`src/rtl/ex_mc.sv`:
```
// Execute stage: single-cycle logic/shift/arith/move ops, a radix-2 restoring divider FSM
// and the architectural HI/LO registers. Define EX_MC_MULT_EN to add MULT/MULTU.
module ex_mc #(
  parameter int DATA_W     = 32,
  parameter int REG_ADDR_W = 5
) (
  input  logic                  clk,
  input  logic                  rst,
  input  logic [2:0]            alu_sel_i,
  input  logic [7:0]            alu_op_i,
  input  logic [DATA_W-1:0]     op_number_1_i,
  input  logic [DATA_W-1:0]     op_number_2_i,
  input  logic                  write_reg_en_i,
  input  logic [REG_ADDR_W-1:0] write_reg_addr_i,
  input  logic                  flush_i,
  output logic                  write_reg_en_o,
  output logic [REG_ADDR_W-1:0] write_reg_addr_o,
  output logic [DATA_W-1:0]     write_reg_data_o,
  output logic                  stall_req_o,
  output logic [DATA_W-1:0]     hi_o,
  output logic [DATA_W-1:0]     lo_o
);

  localparam int SHAMT_W = $clog2(DATA_W);
  localparam int CNT_W   = $clog2(DATA_W + 1);

  localparam logic [2:0] SEL_LOGIC = 3'b001;
  localparam logic [2:0] SEL_SHIFT = 3'b010;
  localparam logic [2:0] SEL_MOVE  = 3'b011;
  localparam logic [2:0] SEL_ARITH = 3'b100;

  localparam logic [7:0] OP_OR    = 8'b0010_0101;
  localparam logic [7:0] OP_AND   = 8'b0010_0100;
  localparam logic [7:0] OP_XOR   = 8'b0010_0110;
  localparam logic [7:0] OP_NOR   = 8'b0010_0111;
  localparam logic [7:0] OP_SLL   = 8'b0111_1100;
  localparam logic [7:0] OP_SRL   = 8'b0000_0010;
  localparam logic [7:0] OP_SRA   = 8'b0000_0011;
  localparam logic [7:0] OP_ADDU  = 8'b0010_0001;
  localparam logic [7:0] OP_SUBU  = 8'b0010_0011;
  localparam logic [7:0] OP_SLT   = 8'b0010_1010;
  localparam logic [7:0] OP_SLTU  = 8'b0010_1011;
  localparam logic [7:0] OP_MFHI  = 8'b0001_0000;
  localparam logic [7:0] OP_MTHI  = 8'b0001_0001;
  localparam logic [7:0] OP_MFLO  = 8'b0001_0010;
  localparam logic [7:0] OP_MTLO  = 8'b0001_0011;
  localparam logic [7:0] OP_DIV   = 8'b0001_1010;
  localparam logic [7:0] OP_DIVU  = 8'b0001_1011;
`ifdef EX_MC_MULT_EN
  localparam logic [7:0] OP_MULT  = 8'b0001_1000;
  localparam logic [7:0] OP_MULTU = 8'b0001_1001;
`endif

  typedef enum logic [1:0] {S_IDLE, S_DZERO, S_RUN, S_DONE} state_t;

  state_t                   r_state, w_state_nxt;
  logic                     w_stall;
  logic [CNT_W-1:0]         r_cnt;
  logic [DATA_W-1:0]        r_quo, r_rem, r_dvs;
  logic                     r_neg_q, r_neg_r;
  logic [DATA_W-1:0]        r_hi, r_lo;
  logic [DATA_W-1:0]        w_result;
  logic signed [DATA_W-1:0] w_op1_s, w_op2_s;
  logic [SHAMT_W-1:0]       w_shamt;
  logic                     w_is_div, w_div_signed, w_div_start, w_op2_zero;
  logic                     w_op1_neg, w_op2_neg;
  logic [DATA_W-1:0]        w_mag1, w_mag2;
  logic [DATA_W:0]          w_rem_sh, w_trial;
`ifdef EX_MC_MULT_EN
  logic signed [2*DATA_W-1:0] w_prod_s;
  logic [2*DATA_W-1:0]        w_prod_u;
`endif

  function automatic logic [DATA_W-1:0] apply_sign(input logic [DATA_W-1:0] v, input logic neg);
    return neg ? -v : v;
  endfunction

  assign w_op1_s      = op_number_1_i;
  assign w_op2_s      = op_number_2_i;
  assign w_shamt      = op_number_1_i[SHAMT_W-1:0];
  assign w_is_div     = (alu_op_i == OP_DIV) || (alu_op_i == OP_DIVU);
  assign w_div_signed = (alu_op_i == OP_DIV);
  assign w_div_start  = (r_state == S_IDLE) && w_is_div && !flush_i;
  assign w_op2_zero   = (op_number_2_i == '0);
  assign w_op1_neg    = w_div_signed && op_number_1_i[DATA_W-1];
  assign w_op2_neg    = w_div_signed && op_number_2_i[DATA_W-1];
  assign w_mag1       = apply_sign(op_number_1_i, w_op1_neg);
  assign w_mag2       = apply_sign(op_number_2_i, w_op2_neg);

  // Restoring step: a non-negative trial (MSB clear) means the divisor fits.
  assign w_rem_sh = {r_rem, r_quo[DATA_W-1]};
  assign w_trial  = w_rem_sh - {1'b0, r_dvs};

`ifdef EX_MC_MULT_EN
  assign w_prod_s = (2*DATA_W)'(w_op1_s) * (2*DATA_W)'(w_op2_s);
  assign w_prod_u = (2*DATA_W)'(op_number_1_i) * (2*DATA_W)'(op_number_2_i);
`endif

  always_comb begin
    w_state_nxt = r_state;
    w_stall     = 1'b0;
    if (flush_i) begin
      w_state_nxt = S_IDLE;
    end else begin
      case (r_state)
        S_IDLE: begin
          if (w_is_div) begin
            w_stall     = 1'b1;
            w_state_nxt = w_op2_zero ? S_DZERO : S_RUN;
          end
        end
        S_DZERO: begin
          w_stall     = 1'b1;
          w_state_nxt = S_DONE;
        end
        S_RUN: begin
          w_stall = 1'b1;
          if (r_cnt == CNT_W'(DATA_W - 1)) w_state_nxt = S_DONE;
        end
        default: w_state_nxt = S_IDLE;
      endcase
    end
  end

  always_comb begin
    w_result = '0;
    case (alu_sel_i)
      SEL_LOGIC: begin
        case (alu_op_i)
          OP_OR:   w_result = op_number_1_i | op_number_2_i;
          OP_AND:  w_result = op_number_1_i & op_number_2_i;
          OP_XOR:  w_result = op_number_1_i ^ op_number_2_i;
          OP_NOR:  w_result = ~(op_number_1_i | op_number_2_i);
          default: w_result = '0;
        endcase
      end
      SEL_SHIFT: begin
        case (alu_op_i)
          OP_SLL:  w_result = op_number_2_i << w_shamt;
          OP_SRL:  w_result = op_number_2_i >> w_shamt;
          OP_SRA:  w_result = w_op2_s >>> w_shamt;
          default: w_result = '0;
        endcase
      end
      SEL_MOVE: begin
        case (alu_op_i)
          OP_MFHI: w_result = r_hi;
          OP_MFLO: w_result = r_lo;
          default: w_result = '0;
        endcase
      end
      SEL_ARITH: begin
        case (alu_op_i)
          OP_ADDU: w_result = op_number_1_i + op_number_2_i;
          OP_SUBU: w_result = op_number_1_i - op_number_2_i;
          OP_SLT:  w_result = {{(DATA_W-1){1'b0}}, (w_op1_s < w_op2_s)};
          OP_SLTU: w_result = {{(DATA_W-1){1'b0}}, (op_number_1_i < op_number_2_i)};
          default: w_result = '0;
        endcase
      end
      default: w_result = '0;
    endcase
  end

  // Control: FSM state, step counter and the architectural HI/LO registers.
  always_ff @(posedge clk) begin
    if (rst) begin
      r_state <= S_IDLE;
      r_cnt   <= '0;
      r_hi    <= '0;
      r_lo    <= '0;
    end else begin
      r_state <= w_state_nxt;
      if (w_div_start) r_cnt <= '0;
      else if (r_state == S_RUN) r_cnt <= r_cnt + CNT_W'(1);
      if ((r_state == S_DONE) && !flush_i) begin
        r_lo <= apply_sign(r_quo, r_neg_q);
        r_hi <= apply_sign(r_rem, r_neg_r);
      end else if (!w_stall) begin
        if (alu_op_i == OP_MTHI) r_hi <= op_number_1_i;
        if (alu_op_i == OP_MTLO) r_lo <= op_number_1_i;
`ifdef EX_MC_MULT_EN
        if (alu_op_i == OP_MULT) begin
          r_hi <= w_prod_s[2*DATA_W-1:DATA_W];
          r_lo <= w_prod_s[DATA_W-1:0];
        end
        if (alu_op_i == OP_MULTU) begin
          r_hi <= w_prod_u[2*DATA_W-1:DATA_W];
          r_lo <= w_prod_u[DATA_W-1:0];
        end
`endif
      end
    end
  end

  // Divider datapath; divide-by-zero preloads the final result and skips quotient fix-up.
  always_ff @(posedge clk) begin
    if (w_div_start) begin
      r_dvs   <= w_mag2;
      r_neg_r <= w_op1_neg;
      if (w_op2_zero) begin
        r_quo   <= '1;
        r_rem   <= w_mag1;
        r_neg_q <= 1'b0;
      end else begin
        r_quo   <= w_mag1;
        r_rem   <= '0;
        r_neg_q <= w_op1_neg ^ w_op2_neg;
      end
    end else if (r_state == S_RUN) begin
      r_quo <= {r_quo[DATA_W-2:0], ~w_trial[DATA_W]};
      r_rem <= w_trial[DATA_W] ? w_rem_sh[DATA_W-1:0] : w_trial[DATA_W-1:0];
    end
  end

  assign write_reg_en_o   = rst ? 1'b0 : write_reg_en_i;
  assign write_reg_addr_o = rst ? '0 : write_reg_addr_i;
  assign write_reg_data_o = rst ? '0 : w_result;
  assign stall_req_o      = w_stall && !rst;
  assign hi_o             = r_hi;
  assign lo_o             = r_lo;

endmodule

```
`config.mk`:
```
export PLATFORM = sky130hd
export DESIGN_NAME = ex_mc
export DESIGN_NICKNAME = d
export VERILOG_FILES = /design/src/rtl/ex_mc.sv
export SDC_FILE = /design/constraint.sdc
export NUM_CORES = 1
export LEC_CHECK = 0
export CAP_MARGIN = 0
export CORE_ASPECT_RATIO = 1.2
export CORE_UTILIZATION = 45
export DETAILED_ROUTE_END_ITERATION = 12
export GPL_TIMING_DRIVEN = 0
export PLACE_DENSITY = 0.63
export SLEW_MARGIN = 5
export SYNTH_ARGS = -nofsm -noshare
export SYNTH_HDL_FRONTEND = slang
export SYNTH_SLANG_ARGS = --single-unit
export TNS_END_PERCENT = 1
```
`constraint.sdc`:
```
create_clock -name clk -period 7.4 [get_ports clk]
set_clock_uncertainty 0.15 [all_clocks]
set_input_delay 1.48 -clock clk [delete_from_list [all_inputs] [get_ports clk]]
set_output_delay 1.48 -clock clk [all_outputs]
set_load 0.03 [all_outputs]
```
=== Yosys cells after proc, flatten, opt, wreduce, memory -nomap -nowiden ===
Index checks and enable logic that the tools add are counted.

* Add/sub/neg operators: 8
* $lt $le $gt $ge: 2
* Equal/unequal tests: 28
* Shifts and indexed selects: 3
* Mux-type cells: 32
* Bitwise operators: 6
* Reduce and logical (&&, ||, !) cells: 20

{| class="wikitable"
|+ Operator list
! kind !! number
|-
| $mux W32 || 18
|-
| $pmux W32 S4 || 3
|-
| $neg A32 Y32 || 4
|-
| $pmux W32 S3 || 1
|-
| $eq A8 B6 Y1 const B || 8
|-
| $lt A32 B32 Y1 || 2
|-
| $pmux W32 S2 || 1
|-
| $eq A8 B5 Y1 const B || 6
|-
| $sub A33 B32 Y33 || 1
|-
| $add A32 B32 Y32 || 1
|-
| $and A32 B32 Y32 || 1
|-
| $logic_not A32 Y1 || 1
|-
| $not A32 Y32 || 1
|-
| $or A32 B32 Y32 || 1
|-
| $shl A32 B5 Y32 || 1
|-
| $shr A32 B5 Y32 || 1
|-
| $sshr A32 B5 Y32 || 1
|-
| $sub A32 B32 Y32 || 1
|-
| $xor A32 B32 Y32 || 1
|-
| $eq A8 B2 Y1 const B || 2
|-
| $eq A8 B7 Y1 const B || 1
|-
| $add A6 B1 Y6 const B || 1
|-
| $eq A3 B2 Y1 const B || 2
|-
| $eq A6 B5 Y1 const B || 1
|-
| other kinds (20) || 38
|}

* Register bits after elaboration: 170

=== Longest topological paths before layout ===
* Depth after elaboration: 7
* Mapped depth: 16
* Mapped depth without buffers: 14

=== Worst setup path before layout ===
No wires, ideal clock.

* Kind: input port to output port
* From: input op_number_1_i[2]
* To: output write_reg_data_o[26]
* Arrival time: 5201 ps
* Data required time: 5770 ps
* Path slack: 569 ps
* Cell stages on the path: 15
* Cell sequence: buf_2 > inv_2 > buf_1 > clkbuf_1 > ha_1 > a21o_1 > a21o_1 > a31oi_1 > nor2_1 > or3_1 > a31oi_2 > nor2_1 > a221oi_2 > mux2i_1 > a31oi_1

* Longest elaborated chain between the ends: 4
* Elaborated cells between the ends (all ways): 9
* Classes of those cells: 2 x add/sub; 3 x shift; 4 x mux

{| class="wikitable"
|+ RTL lines
! item !! RTL line !! text
|-
| from (decl) || 11 || <nowiki>input logic [DATA_W-1:0] op_number_1_i,</nowiki>
|-
| $sub A32 B32 Y32, or another cell as far along || 155 || <nowiki>OP_SUBU: w_result = op_number_1_i - op_number_2_i;</nowiki>
|-
| $pmux W32 S4 or $pmux W32 S3 (tied branches) || 153, 138 ||
|-
| $pmux W32 S4 * || 127 || <nowiki>case (alu_sel_i)</nowiki>
|-
| $mux W32 * || 218 || <nowiki>assign write_reg_data_o = rst ? '0 : w_result;</nowiki>
|-
| to (decl) || 18 || <nowiki>output logic [DATA_W-1:0] write_reg_data_o,</nowiki>
|}

Mark *: on every way between the ends. The rest lies on a longest branch, timed or not.

=== Worst setup path after layout ===
* From: input op_number_1_i[0]
* To: output write_reg_data_o[20]

Same word-level chain as after synthesis.

==> metrics.md <==
| Metric | Value |
|---|---|
| Clock-pin slew on the worst setup and hold paths | `roughly 0.07 ns` |
| Max-Cap Viols | `0` |
| Post-Route WL | `113 mm` |
| Critical-path top delay cell | `a221oi_1` |
| CP arrival | `approximately 5.9 ns` |
| FMAX | `around 130 MHz` |
| Levels on crit path | `17` |
| Syn Inst Count | `approximately 2.8k` |
| Ratio of cells with drive above 1 in the final layout | `roughly 7%` |
| Yosys cell types | `95` |
| Global-route wire length before repair | `about 160 mm` |
| R2r setup slk | `around 3.3 ns` |
| Crit path to | `write_reg_data_o[20]` |
| Synth Register Bits | `170` |
| DR WL/cell | `approximately 31 µm` |
| DRT Pass-1 Iters | `7` |
| Post-Syn Area | `approximately 21000 µm²` |
| HPWL Detailed | `roughly 91 mm` |
| GRT Util Overall | `46.4%` |
| Total number of yosys warnings | `0` |
| Core area | `roughly 46000 µm²` |
| Largest cells by area after synthesis | `edfxtp_1 14%, ha_1 8.3%, a21oi_1 7.7%` |
| Worst stage delay on the critical path | `roughly 0.68 ns` |
| Pwr/cell area | `roughly 120 nW/µm²` |
| GRT Residual Overflow | `0` |
| Critical path's top delay family | `buffers and inverters` |
| Tmin final | `between 7 and 8 ns` |
| Gpl congestion | `~1.1` |
| Worst setup SP type | `input port` |
| Vias after detailed routing | `25.0k` |
| Relative slew slack | `roughly 5.4%` |
| Inserted Clock Buffers | `17` |
| PnR worst setup slack | `-0.0982 ns` |
| Longest Clk Path Bufs | `2` |
| Core Rows | `86` |
| Area Growth Syn to Fin | `16.7%` |
| Worst Tran Pin Value | `between 1 and 1.5 ns` |
| WP data required | `around 5.8 ns` |
| Non-Filler Instances | `3641` |
| Worst r2r dst | `r_rem[30]` |
| Post-synthesis sequential area ratio | `20.8%` |
| Critical path buffers and inverters | `7` |
| Ys async rst share | `0%` |
| Initial Util | `45.7%` |
| Clock latency on the worst-skew pair | `approximately 0.46 ns` |
| CTS tree | `done` |
| Synth area leader | `edfxtp_1` |
| Final ANT Viol Nets | `0` |
| Area share of the largest cell type after synthesis | `14.0%` |
| Top FF cell, synth | `edfxtp_1` |
| Critical Path Fanout Max | `10` |
| Die height | `roughly 240 µm` |
| Initial antenna violation count | `0` |
| I/O pin total | `around 190` |
| Largest net degree at the start of global routing | `65` |
| Number of port buffers | `approximately 180` |
| Final worst-path cycle share | `101%` |
| H-tree levels | `4` |
| CTS Sinks | `170` |
| Launch point of the critical path | `op_number_1_i[0]` |
| Cells on worst reg2reg path | `14` |
| Min-delay worst type | `reg2reg` |
| Post-synth EDFFs | `between 90 and 100` |
| Crit end category | `output port` |
| 1st-iter DRT viols | `about 3.5k` |
| Cell mode on critical path | `buf_4` |
| Failing checks | `negative setup slack` |
| Final hold viol count | `0` |
| RSZ-0062 raised after global routing | `yes` |
| Reg2reg start | `r_quo[31]` |
| Placed instance count | `between 3k and 4k` |
| Vias in the first global route | `22.9k` |
| CP cell instances | `clkdlybuf4s50_1, buf_2, buf_4, buf_4, buf_4, buf_4, nor2_1, a211oi_1, a21oi_1, o2bb2ai_1, nand2_1, a221oi_1, nor2_1, o21ai_0, a21oi_1, nor2_1, clkdlybuf4s50_1` |
| Status | `finished, violations left` |
| Max rail drop VDD | `about 0.00017 V` |
| Setup TNS | `-0.317 ns` |
| Pins Over Slew Limit | `0` |
| Commonest cells in the netlist | `389 x nor2_1, 326 x a21oi_1, 183 x nand2_1` |
| Post-DR vias/cell | `~7` |
| Die X | `199 µm` |
| Layout Nets | `roughly 3.2k` |
| Worst Hold Slack | `~0.36 ns` |
| Leak pwr | `0.00911 µW` |
| Count leader, synth | `nor2_1` |
| Post-synth net total | `around 3k` |
| Critical path start-end classification | `in2out` |
| Setup-failing EPs final | `6` |
| # DRC | `0` |
| Die area | `around 48000 µm²` |
| Avg Cell Area, Syn | `roughly 7.5 µm²` |
| Root buffer cell | `clkbuf_16` |
## routing by layer
metal / share of wire, % / track usage, % / wire, µm
met5: 0 / 0 / 0
met4: 9.8 / 36.2 / 11100
met3: 11 / 10.7 / 12800
met2: 42 / 70.1 / 47500
met1: 37 / 56.6 / 41600
## where the power goes
group	switching [µW]	internal, µW
Clock	445	450
Sequential	3.71	995
Combinational	658	306
## worst min path at each step
stage	from	slack, ns	to	cells past startpoint
after detailed placement	lo_o[28]	0.33	lo_o[28]	2
after global routing	lo_o[26]	0.38	lo_o[26]	2
after global placement	lo_o[28]	0.33	lo_o[28]	2
final	lo_o[28]	0.36	lo_o[28]	2
after floorplan	r_state[1]	0.33	r_state[1]	2
after CTS	lo_o[28]	0.35	lo_o[28]	2
## through the flow
| step | util [%] | total power (µW) | area [µm²] | setup slack [ns] |
|---|---|---|---|---|
| floorplan | - | 1550 | 21100 | 0.569 |
| global placement | 51.4 | 1900 | 23700 | -2.37 |
| detailed placement | 51.4 | 1900 | 23700 | -2.17 |
| CTS | 53.2 | 2790 | 24500 | -0.0717 |
| global route | 53.3 | 2910 | 24600 | -0.222 |
| finish | 53.4 | 2860 | 24600 | -0.0982 |
## flip-flops by register name, summed over array words and instances (netlist names)
name and flops:
lo_o 32, r_state 2, r_neg_r 1, r_cnt 6, hi_o 32, r_quo 32
r_rem 32, r_dvs 32, r_neg_q 1
## placed cells by master (no fill, tap or decap), drive strengths merged, types with 25 or more instances in the layout
master / count
o31ai: 39
xor2: 65
nand2: 184
mux4: 30
nor2: 389
buf: 70
o22ai: 65
ha: 140
a21o: 33
clkbuf: 159
a22oi: 28
a31oi: 51
inv: 152
o21ai: 142
clkdlybuf4s50: 146
nand3: 41
nand4: 25
nor3: 74
xnor2: 119
mux2i: 96
dfxtp: 72
a21oi: 326
a211oi: 84
o21bai: 27
edfxtp: 98
## tightest hold or removal path, delay by kind of cell, from the launching register on
| kind | cells | cell delay [ns] |
|---|---|---|
| DFF | 1 | 0.34 |
| AOI/OAI and AO/OA | 1 | 0.05 |
| and+or+nand+nor | 1 | 0.06 |
## cell families after synthesis
group | Yosys count | share of synthesized area, %
muxes | 132 | 8.09
adders and majority gates | 143 | 8.61
buffers and inverters | 354 | 6.83
and+or+nand+nor | 858 | 18.5
DFF | 170 | 20.8
xor gates and xnor gates | 184 | 7.65
AOI/OAI and AO/OA | 965 | 29.5
## area by class of cell
cell class | count | area (µm²)
fill | 4600 | 21500
multi-input combinational | 2282 | 15500
sequential | 170 | 4380
timing repair buffer | 187 | 1850
buffer | 203 | 948
tap | 616 | 771
inverter | 148 | 568
clock buffer | 18 | 429
clock inverter | 14 | 151
antenna | 3 | 7.51
## repair_timing
item                                    in CTS  in global routing
cloned                                       0                  0
pin swaps                                    3                  3
buffers inserted                             3                  0
endpoints found under the setup margin      32                 27
resized for setup                          110                 52
hold buffers                                 0                  0
Note: power is estimated with default switching activity, not from simulation.
